<file path="src/rtl/panel_cmd_sequencer.sv">
// Front-panel command sequencer: operator selects clear/write/read, enters fields
// nibble by nibble, then the block runs valid/ready transactions to the memory controller.
module panel_cmd_sequencer #(
    parameter int          ADDR_W   = 25,
    parameter int          DATA_W   = 16,
    parameter int          NSW      = 4,
    parameter logic [31:0] CLR_LAST = 32'((64'd1 << ADDR_W) - 64'd1)
) (
    input  logic              clk,
    input  logic              rst_n,
    input  logic [1:0]        button,
    input  logic [NSW-1:0]    sw,
    input  logic              mem_ready,
    input  logic              mem_done,
    input  logic [DATA_W-1:0] mem_rd_data,
    output logic              cmd_valid,
    output logic [1:0]        mem_cmd,
    output logic [ADDR_W-1:0] mem_addr,
    output logic [DATA_W-1:0] mem_wr_data,
    output logic              busy,
    output logic [31:0]       disp_data
);
    localparam int W  = 4 * NSW;
    localparam int AP = (ADDR_W + W - 1) / W;
    localparam int DP = (DATA_W + W - 1) / W;
    localparam logic [3:0]        LAST_RD   = 4'(AP - 1);
    localparam logic [3:0]        LAST_WR   = 4'(AP + DP - 1);
    localparam logic [3:0]        LAST_SHOW = 4'(DP - 1);
    localparam logic [3:0]        FIRST_DP  = 4'(AP);
    localparam logic [23:0]       WIN_MASK  = 24'((64'd1 << W) - 64'd1);
    localparam logic [ADDR_W-1:0] CLR_END   = CLR_LAST[ADDR_W-1:0];

    typedef enum logic [2:0] {
        S_SELECT, S_ENTRY, S_ISSUE, S_WAIT, S_SHOW, S_CLR_ISSUE, S_CLR_WAIT
    } state_t;

    // Increment each rising nibble of the page modulo its in-field width; no carry between nibbles.
    function automatic logic [63:0] incPage(input logic [63:0] f, input int base, input int fw,
                                            input logic [NSW-1:0] rise);
        logic [63:0] v;
        logic [3:0]  n;
        int          pos;
        v = f;
        for (int i = 0; i < NSW; i++) begin
            pos = base + 4 * i;
            if (rise[i] && pos >= 0 && pos < fw) begin
                n = 4'(v >> pos) + 4'd1;
                for (int k = 0; k < 4; k++)
                    if (pos + k < fw) v[6'(pos + k)] = n[k];
            end
        end
        return v;
    endfunction

    function automatic logic [23:0] pageWin(input logic [63:0] f, input int p);
        return 24'(f >> (p * W)) & WIN_MASK;
    endfunction

    state_t              r_state;
    logic [1:0]          r_cmd;
    logic [3:0]          r_page;
    logic [ADDR_W-1:0]   r_addr;
    logic [DATA_W-1:0]   r_data;
    logic [DATA_W-1:0]   r_rd;
    logic                r_abort_pend;
    logic [1:0]          r_btn, r_btn_prev;
    logic [NSW-1:0]      r_sw, r_sw_prev;
    logic                r_cmd_valid, r_busy;
    logic [1:0]          r_mem_cmd;
    logic [ADDR_W-1:0]   r_mem_addr;
    logic [DATA_W-1:0]   r_mem_wr_data;

    logic                w_abort, w_next, w_exec;
    logic [NSW-1:0]      w_sw_rise;
    logic [3:0]          w_last_entry;
    logic [ADDR_W-1:0]   w_addr_inc;
    logic [DATA_W-1:0]   w_data_inc;
    logic [1:0]          w_phase;
    logic [3:0]          w_page_disp;
    logic [23:0]         w_window;

    assign w_abort      = (r_btn == 2'b11) && (r_btn_prev != 2'b11);
    assign w_next       = r_btn[0] & ~r_btn_prev[0] & ~w_abort;
    assign w_exec       = r_btn[1] & ~r_btn_prev[1] & ~w_abort;
    assign w_sw_rise    = r_sw & ~r_sw_prev;
    assign w_last_entry = (r_cmd == 2'b01) ? LAST_WR : LAST_RD;
    assign w_addr_inc   = ADDR_W'(incPage(64'(r_addr), int'(r_page) * W, ADDR_W, w_sw_rise));
    assign w_data_inc   = DATA_W'(incPage(64'(r_data), (int'(r_page) - AP) * W, DATA_W, w_sw_rise));

    always_comb begin
        w_phase     = 2'd2;
        w_page_disp = 4'd0;
        w_window    = 24'd0;
        case (r_state)
            S_SELECT: w_phase = 2'd0;
            S_ENTRY: begin
                w_phase     = 2'd1;
                w_page_disp = r_page;
                w_window    = (r_page < FIRST_DP) ? pageWin(64'(r_addr), int'(r_page))
                                                  : pageWin(64'(r_data), int'(r_page) - AP);
            end
            S_SHOW: begin
                w_phase     = 2'd3;
                w_page_disp = r_page;
                w_window    = pageWin(64'(r_rd), int'(r_page));
            end
            default: w_phase = 2'd2;
        endcase
    end

    assign cmd_valid   = r_cmd_valid;
    assign mem_cmd     = r_mem_cmd;
    assign mem_addr    = r_mem_addr;
    assign mem_wr_data = r_mem_wr_data;
    assign busy        = r_busy;
    assign disp_data   = {r_cmd, w_phase, w_page_disp, w_window};

    // A transfer wins over an abort sampled in the same cycle: the controller already owns it.
    always_ff @(posedge clk or negedge rst_n) begin
        if (!rst_n) begin
            r_state       <= S_SELECT;
            r_cmd         <= 2'b00;
            r_page        <= 4'd0;
            r_addr        <= '0;
            r_data        <= '0;
            r_rd          <= '0;
            r_abort_pend  <= 1'b0;
            r_btn         <= 2'b00;
            r_btn_prev    <= 2'b00;
            r_sw          <= '0;
            r_sw_prev     <= '0;
            r_cmd_valid   <= 1'b0;
            r_busy        <= 1'b0;
            r_mem_cmd     <= 2'b11;
            r_mem_addr    <= '0;
            r_mem_wr_data <= '0;
        end else begin
            r_btn      <= button;
            r_btn_prev <= r_btn;
            r_sw       <= sw;
            r_sw_prev  <= r_sw;
            case (r_state)
                S_SELECT: begin
                    r_abort_pend <= 1'b0;
                    if (w_exec) begin
                        r_addr <= '0;
                        r_data <= '0;
                        r_page <= 4'd0;
                        if (r_cmd == 2'b00) begin
                            r_state       <= S_CLR_ISSUE;
                            r_cmd_valid   <= 1'b1;
                            r_mem_cmd     <= 2'b00;
                            r_mem_addr    <= '0;
                            r_mem_wr_data <= '0;
                            r_busy        <= 1'b1;
                        end else begin
                            r_state <= S_ENTRY;
                        end
                    end else if (w_next) begin
                        r_cmd <= (r_cmd == 2'b10) ? 2'b00 : r_cmd + 2'd1;
                    end
                end
                S_ENTRY: begin
                    if (w_abort) begin
                        r_state <= S_SELECT;
                        r_page  <= 4'd0;
                    end else if (w_exec) begin
                        if (r_page == w_last_entry) begin
                            r_state       <= S_ISSUE;
                            r_cmd_valid   <= 1'b1;
                            r_mem_cmd     <= r_cmd;
                            r_mem_addr    <= r_addr;
                            r_mem_wr_data <= (r_cmd == 2'b01) ? r_data : '0;
                            r_busy        <= 1'b1;
                        end else begin
                            r_page <= r_page + 4'd1;
                        end
                    end else if (r_page < FIRST_DP) begin
                        r_addr <= w_addr_inc;
                    end else begin
                        r_data <= w_data_inc;
                    end
                end
                S_ISSUE, S_CLR_ISSUE: begin
                    if (mem_ready) begin
                        r_state      <= (r_state == S_ISSUE) ? S_WAIT : S_CLR_WAIT;
                        r_cmd_valid  <= 1'b0;
                        r_mem_cmd    <= 2'b11;
                        r_abort_pend <= w_abort;
                    end else if (w_abort) begin
                        r_state     <= S_SELECT;
                        r_cmd_valid <= 1'b0;
                        r_mem_cmd   <= 2'b11;
                        r_busy      <= 1'b0;
                    end
                end
                S_WAIT: begin
                    if (mem_done) begin
                        r_busy       <= 1'b0;
                        r_abort_pend <= 1'b0;
                        if (r_abort_pend || w_abort || r_cmd != 2'b10) begin
                            r_state <= S_SELECT;
                        end else begin
                            r_rd    <= mem_rd_data;
                            r_page  <= 4'd0;
                            r_state <= S_SHOW;
                        end
                    end else if (w_abort) begin
                        r_abort_pend <= 1'b1;
                    end
                end
                S_SHOW: begin
                    if (w_abort) begin
                        r_state <= S_SELECT;
                        r_page  <= 4'd0;
                    end else if (w_exec) begin
                        if (r_page == LAST_SHOW) begin
                            r_state <= S_SELECT;
                            r_page  <= 4'd0;
                        end else begin
                            r_page <= r_page + 4'd1;
                        end
                    end
                end
                S_CLR_WAIT: begin
                    if (mem_done) begin
                        if (r_abort_pend || w_abort || r_addr == CLR_END) begin
                            r_state      <= S_SELECT;
                            r_busy       <= 1'b0;
                            r_abort_pend <= 1'b0;
                        end else begin
                            r_addr        <= r_addr + 1'b1;
                            r_state       <= S_CLR_ISSUE;
                            r_cmd_valid   <= 1'b1;
                            r_mem_cmd     <= 2'b00;
                            r_mem_addr    <= r_addr + 1'b1;
                            r_mem_wr_data <= '0;
                        end
                    end else if (w_abort) begin
                        r_abort_pend <= 1'b1;
                    end
                end
                default: r_state <= S_SELECT;
            endcase
        end
    end
endmodule

</file>
<file path="config.mk">
export PLATFORM = sky130hd
export DESIGN_NAME = panel_cmd_sequencer
export DESIGN_NICKNAME = d
export VERILOG_FILES = /design/src/rtl/panel_cmd_sequencer.sv
export SDC_FILE = /design/constraint.sdc
export NUM_CORES = 1
export LEC_CHECK = 0
export CORE_MARGIN = 1
export CORE_UTILIZATION = 56
export CTS_CLUSTER_DIAMETER = 120
export DETAILED_ROUTE_END_ITERATION = 10
export GPL_ROUTABILITY_DRIVEN = 0
export PLACE_DENSITY = 0.78
export SYNTH_ARGS = -nofsm -noshare
export SYNTH_HDL_FRONTEND = slang
export SYNTH_SLANG_ARGS = --single-unit
</file>
<file path="constraint.sdc">
create_clock -name clk -period 3.4 [get_ports clk]
set_input_delay 0.85 -clock clk [delete_from_list [all_inputs] [get_ports clk]]
set_output_delay 0.85 -clock clk [all_outputs]
set_load 0.02 [all_outputs]
</file>
==> results of run 1 <==
Yosys cell counts (3+ instances only):
library cell	n
dfrtp_1	122
nand2_1	116
o21ai_0	74
nor2_1	55
a21oi_1	39
mux2_2	39
inv_1	37
clkbuf_1	35
mux2i_1	33
nand3_1	27
buf_2	19
ha_1	19
nand4_1	19
and2_1	16
nand2b_1	16
o31ai_1	15
a22o_1	13
and3_1	12
nor3_1	12
a31oi_1	11
buf_4	10
a21o_1	9
a22oi_1	9
xnor2_1	9
xor2_1	9
nor2b_1	8
o2bb2ai_1	8
a211oi_1	7
nor4_1	7
o211ai_1	6
o311ai_0	6
or3_1	6
nor3b_1	4
buf_1	3
mux2_1	3
o22ai_1	3
or2_2	3
flip-flops by register name, summed over array words and instances (netlist names), 2 cells and up:
register and flops:
mem_addr 25, r_addr 25, mem_wr_data 16, r_data 16
r_rd 16, r_page 4, r_sw 4, r_sw_prev 4
r_state 3, mem_cmd 2, r_btn 2, r_btn_prev 2
r_cmd 2
final timing paths:
kind	endpoint	slack (ns)	depth (start not counted)
max	disp_data[11]	0.03	11
min	r_sw_prev[2]$_DFF_PN0_	0.38	0
max reg2reg	r_addr[21]$_DFFE_PN0P_	0.43	5
min reg2reg	r_sw_prev[2]$_DFF_PN0_	0.38	0
max in group asynchronous	r_rd[13]$_DFFE_PN0P_	2.20	2
min in group asynchronous	r_sw[1]$_DFF_PN0_	0.48	1
area by class of cell:
| type | instances | area [um2] |
|---|---|---|
| multi-input combinational | 667 | 4380 |
| fill | 1066 | 4100 |
| sequential | 124 | 3110 |
| timing repair buffer | 141 | 1270 |
| clock buffer | 18 | 439 |
| tap | 180 | 225 |
| clock inverter | 14 | 163 |
| inverter | 38 | 143 |
routing by layer:
metal / wire length, um / vias to the layer above / GRT usage [%]
met5: 0 / - / 0
met4: 700 / 0 / 13.5
met3: 2060 / 67 / 7.22
met2: 10500 / 468 / 50.9
met1: 10000 / 3573 / 45.4
li1: - / 3399 / -
through the flow:
step | area (um2) | util (%) | cells | hold slack, ns | total power [mW]
3_3_place_gp | 9130 | 66.0 | 1148 | 0.362 | 4.75
6_report | 9730 | 70.3 | 1182 | 0.377 | 6.71
3_5_place_dp | 9130 | 66.0 | 1148 | 0.366 | 4.77
5_1_grt | 9730 | 70.3 | 1182 | 0.401 | 7.00
4_1_cts | 9670 | 69.9 | 1180 | 0.378 | 6.61
2_1_floorplan | 7920 | - | 898 | 0.355 | 3.81
cell families after synthesis:
group | after synthesis | synth area share, %
AO/OA/AOI/OAI | 228 | 18.9
XOR/XNOR | 18 | 2.00
adder cells (fa/ha/maj) | 20 | 3.14
buffers and inverters | 107 | 6.05
flip-flops | 124 | 39.3
multiplexers | 75 | 10.2
other | 1 | 0.0475
AND/OR/NAND/NOR | 318 | 20.3
power by group:
part           internal, mW  leakage [nW]  switching, mW
registers              1.65          1.68          0.227
logic                  1.17          2.27           1.83
clock network          1.11         0.282          0.727
repair_timing:
item | in CTS | in global routing
endpoints found under the setup margin | 16 | 20
resized for setup | 65 | 25
setup buffers | 0 | 1
cloned | 0 | 1
critical path: cells and delay by family, from the launching register on:
family / cells / cell delay [ns]
compound gates: 2 / 0.27
simple gates: 3 / 0.44
fa+ha+maj: 2 / 0.45
buf+inv: 4 / 0.56
flops: 1 / 0.35
==> results.yml, run 1 <==
die:
  std_cell_rows: 43
  initial_core_util_pct: 57.1
  design.die.area_um2: 14600
  floorplan.core_area_um2: 13800
  floorplan.die.height_um: 121
  die_width_um: 121
  io_pins: 103
clock_network:
  clock_tree_from_tritoncts: "done"
  post_cts_hold_buffer_count: 0
  clkSinkCount: 124
  clkLatencyLatePin_ns: 0.43
  cts_root_buf: "clkbuf_16"
  tritoncts.num_buffers: 17
  cts-htree-levels: 4
  clk_transition_reported_paths_ns: 0.06
  clk_path_buf_depth: 2
detailed_routing:
  detailed_route_via_count: 7507
  drt.antenna.violating_nets: 0
  postRouteWirelength_um: 23300
  detail_route.wl_per_cell_um: 19.7
  drc_errors: 0
  route.detailed.vias_per_inst: 6.35
  initialDrtViolationCount: 957
  detail_route.first_pass.iterations: 6
layout:
  nNetsFinal: 1034
  num_antenna_cells: 0
  area.growth.synth_to_final_pct: 23.2
  share_of_layout_cells_above_drive_strength_1_pct: 15.7
  mostFrequentLayoutCells: "122 x dfrtp_1, 115 x nand2_1, 77 x clkdlybuf4s50_1"
  mostFrequentLayoutCell: "dfrtp_1"
timing:
  final-hold-violation-count: 0
  slew_viol_final: 0
  worst_clock_skew_ns: 0.00849
  final_period_utilization_pct: 99.0
  fmaxAchievable_ghz: 0.297
  period_minus_slack_ns: 3.37
  worstMarginPinSlew_ns: 0.839
  setup_slack_after_layout_ns: 0.0329
  slew-limit-headroom_pct: 43.6
  setup_viol_count_final: 0
  finalSetupTns_ns: 0
critical_path:
  critical_path.cell_chain: "inv_1 > ha_2 > ha_4 > nand2_2 > nor3b_2 > buf_4 > nor2b_4 > buf_6 > a22oi_1 > o21ai_1 > buf_4"
  critical_path.slowest_cell: "dfrtp_1"
  worstReg2RegStart: "r_state[1]$_DFFE_PN0P_"
  crit_required_ns: 2.55
  crit_fanout: 7
  worst_setup_path_end_kind: "output pin"
  top_cell_by_count_worst_path: "buf_4"
  critical_path_class: "flop to output pin"
  cp_data_arrival_time_ns: 2.52
  critPathLaunch: "r_page[2]$_DFFE_PN0P_"
  cp-start-kind: "flop"
  cp_slowest_stage_delay_ns: 0.35
place:
  detailedPlace.worstSlack_ns: -0.00238
  dpl.hpwl_um: 16500
  count_of_input_and_output_buffers: 94
synth:
  leading_area_contributor_after_synthesis: "dfrtp_1"
  yosys.cell_types.count: 73
  synth_seq_area_share_pct: 39.3
  synthArstFlopShare_pct: 100
  syn-mean-instance-area_um2: 8.86
  synth_top_area_share_pct: 38.7
  synth_ff_type: "dfrtp_1"
  yosys_warnings: 0
  synthCells: 891
  synth-seq-cells: 124
  ys_top_cells_by_area: "dfrtp_1 39%, mux2_2 5.6%, nand2_1 5.5%"
  post_syn_area_um2: 7900
  synth_edf_count: 0
global_route:
  overflow_left_after_global_routing: 0
  number_of_global_route_vias_before_repair: 6980
  grt_pass1_wl_um: 37100
  grt_antenna_before_repair: 0
  pin_count_of_the_biggest_net_entering_global_routing: 59
  gr-usage-all-layers_pct: 33.1
power_and_ir_drop:
  pwr_density_cell_nw_per_um2: 690
  max-vdd-ir-drop_mv: 0.893
  total_leakage_power_nw: 4.23
worst_hold_path:
  min_from: "r_sw[2]$_DFF_PN0_"
  worst_hold_path_type: "flop to flop"
status:
  run_status: "completed"
flow_run:
  max_cap_violations: 0
Power figures use the tool's default switching activity.
==> inputs of run 2 (changes only) <==
Settings changed: CORE_UTILIZATION 56 to 32, PLACE_DENSITY 0.78 to 0.48.
==> run 2 against run 1 <==
Compared with the run above: sequential cell count unchanged; non-clock buffer count up 6; die area up 74%; global-route usage down 12 points; critical endpoint is now disp_data[1].
==> results.yml, run 2 (synthesis results as in run 1) <==
power_and_ir_drop:
  p_total_mw: 6.97
  total_leakage_power_nw: 4.29
  max-vdd-ir-drop_mv: 0.404
  pwr_density_cell_nw_per_um2: 696
clock_network:
  post_cts_hold_buffer_count: 0
  clkLatencyLatePin_ns: 0.43
  cts-htree-levels: 4
  clk_path_buf_depth: 2
  clock_tree_from_tritoncts: "done"
  clk_transition_reported_paths_ns: 0.07
  post-cts-setup-buffer-count: 0
  cts_root_buf: "clkbuf_16"
  clkSinkCount: 124
  tritoncts.num_buffers: 17
global_route:
  pin_count_of_the_biggest_net_entering_global_routing: 47
  grt_antenna_before_repair: 0
  overflow_left_after_global_routing: 0
  gr-usage-all-layers_pct: 21.2
  number_of_global_route_vias_before_repair: 7163
  grt_pass1_wl_um: 41500
timing:
  final_period_utilization_pct: 96.8
  rsz0062_at_grt: "false"
  finalSetupTns_ns: 0
  setup_viol_count_final: 0
  slew_viol_final: 0
  final-hold-violation-count: 0
  worstMarginPinSlew_ns: 0.732
  fmaxAchievable_ghz: 0.304
  slew-limit-headroom_pct: 50.7
  worst_clock_skew_ns: 0.0104
  period_minus_slack_ns: 3.29
detailed_routing:
  detail_route.wl_per_cell_um: 19.8
  detailed_route_via_count: 7205
  drt.antenna.violating_nets: 0
  postRouteWirelength_um: 26300
  drc_errors: 0
  detail_route.first_pass.iterations: 6
  initialDrtViolationCount: 638
  route.detailed.vias_per_inst: 5.41
die:
  floorplan.core_area_um2: 24200
  design.die.area_um2: 25300
  std_cell_rows: 57
  io_pins: 103
  floorplan.die.height_um: 159
  die_width_um: 159
  initial_core_util_pct: 32.6
critical_path:
  cp_slowest_stage_delay_ns: 0.38
  top_cell_by_count_worst_path: "buf_4"
  crit_fanout: 8
  critical_path.cell_chain: "buf_4 > or3_4 > nand2_4 > nor3b_4 > buf_4 > and2_1 > mux2_2 > a22o_1 > buf_2"
  cpLargestDelayFamily: "simple AND/OR/NAND/NOR gates"
  critical_path_class: "flop to output pin"
  cp-start-kind: "flop"
  cp.buffers_inverters: 3
  cp_data_arrival_time_ns: 2.44
  worst_setup_path_end_kind: "output pin"
  critical_path.slowest_cell: "dfrtp_1"
  crit_required_ns: 2.55
flow_run:
  max_cap_violations: 0
layout:
  mostFrequentLayoutCell: "dfrtp_1"
  area.growth.synth_to_final_pct: 26.9
  mostFrequentLayoutCells: "122 x dfrtp_1, 115 x nand2_1, 77 x clkdlybuf4s50_1"
  share_of_layout_cells_above_drive_strength_1_pct: 16.0
  nNetsFinal: 1040
  post-route-cell-area_um2: 10000
  num_antenna_cells: 0
  final_cells: 1332
place:
  count_of_input_and_output_buffers: 94
  detailed_place.area_um2: 9390
  place_inst: 1300
  dpl.hpwl_um: 19300
status:
  run_status: "completed"
worst_hold_path:
  worst_hold_path_type: "flop to flop"
-- run 2: cell types whose count changed in the layout (fill, tap and decap cells not counted), moves of 2 or more --
cell / change
clkinv_4: -3
bufinv_16: +2
buf_12: +2
o21ai_1: -2
clkdlybuf4s15_2: +2
buf_4: +3
buf_2: +2
o21ai_0: +2
dlygate4sd2_1: -2
-- run 2: worst paths after layout --
path | startpoint | to | slack, ns | depth (start not counted)
hold reg to reg | r_sw[1]$_DFF_PN0_ | r_sw_prev[1]$_DFF_PN0_ | 0.38 | 0
setup / recovery | r_page[2]$_DFFE_PN0P_ | disp_data[1] | 0.11 | 9
min in group asynchronous | rst_n | mem_wr_data[5]$_DFFE_PN0P_ | 0.41 | 1
max in group asynchronous | rst_n | mem_cmd[1]$_DFFE_PN1P_ | 2.29 | 2
setup reg to reg | r_addr[1]$_DFFE_PN0P_ | busy$_DFFE_PN0P_ | 0.59 | 8
hold / removal | r_sw[1]$_DFF_PN0_ | r_sw_prev[1]$_DFF_PN0_ | 0.38 | 0
-- run 2: cell type report --
type | instances | area, um2
sequential | 124 | 3110
tap | 324 | 405
inverter | 38 | 143
fill | 2433 | 14200
clock buffer | 18 | 429
clock inverter | 14 | 208
timing repair buffer | 147 | 1340
multi-input combinational | 667 | 4390
-- run 2: repair_timing --
action | 4_1_cts | 5_1_grt
resized for setup | 67 | 18
setup endpoints to repair | 16 | 16
pin swaps | 0 | 4
gates cloned | 0 | 0
-- run 2: worst register-to-register path, stage by stage, from the launching register on --
cell and delay (ns):
dfrtp_1 0.49, ha_1 0.34, nand4_2 0.15, nor4_1 0.37, buf_4 0.19, a31oi_1 0.22, nand4b_1 0.28, a211oi_1 0.28
mux2_2 0.37
-- run 2: layer usage --
metal / vias up / track usage (%) / routed length [um]
met5: - / 0 / 0
met4: 0 / 6.60 / 517
met3: 37 / 3.91 / 1500
met2: 276 / 32.4 / 11500
met1: 3485 / 30.2 / 12800
li1: 3407 / - / -
-- run 2: through the flow --
stage	worst slack (ns)	hold slack, ns	util, %
after floorplan	0.000547	0.355	-
after global placement	0.0651	0.358	38.7
after detailed placement	0.0416	0.374	38.7
after CTS	-0.00704	0.382	41.1
after global routing	0.00693	0.388	41.3
final	0.109	0.377	41.3
-- run 2: power breakdown --
part	switching (mW)	internal, mW
Clock	0.750	1.24
Combinational	1.92	1.22
Sequential	0.183	1.65
Total	2.86	4.11
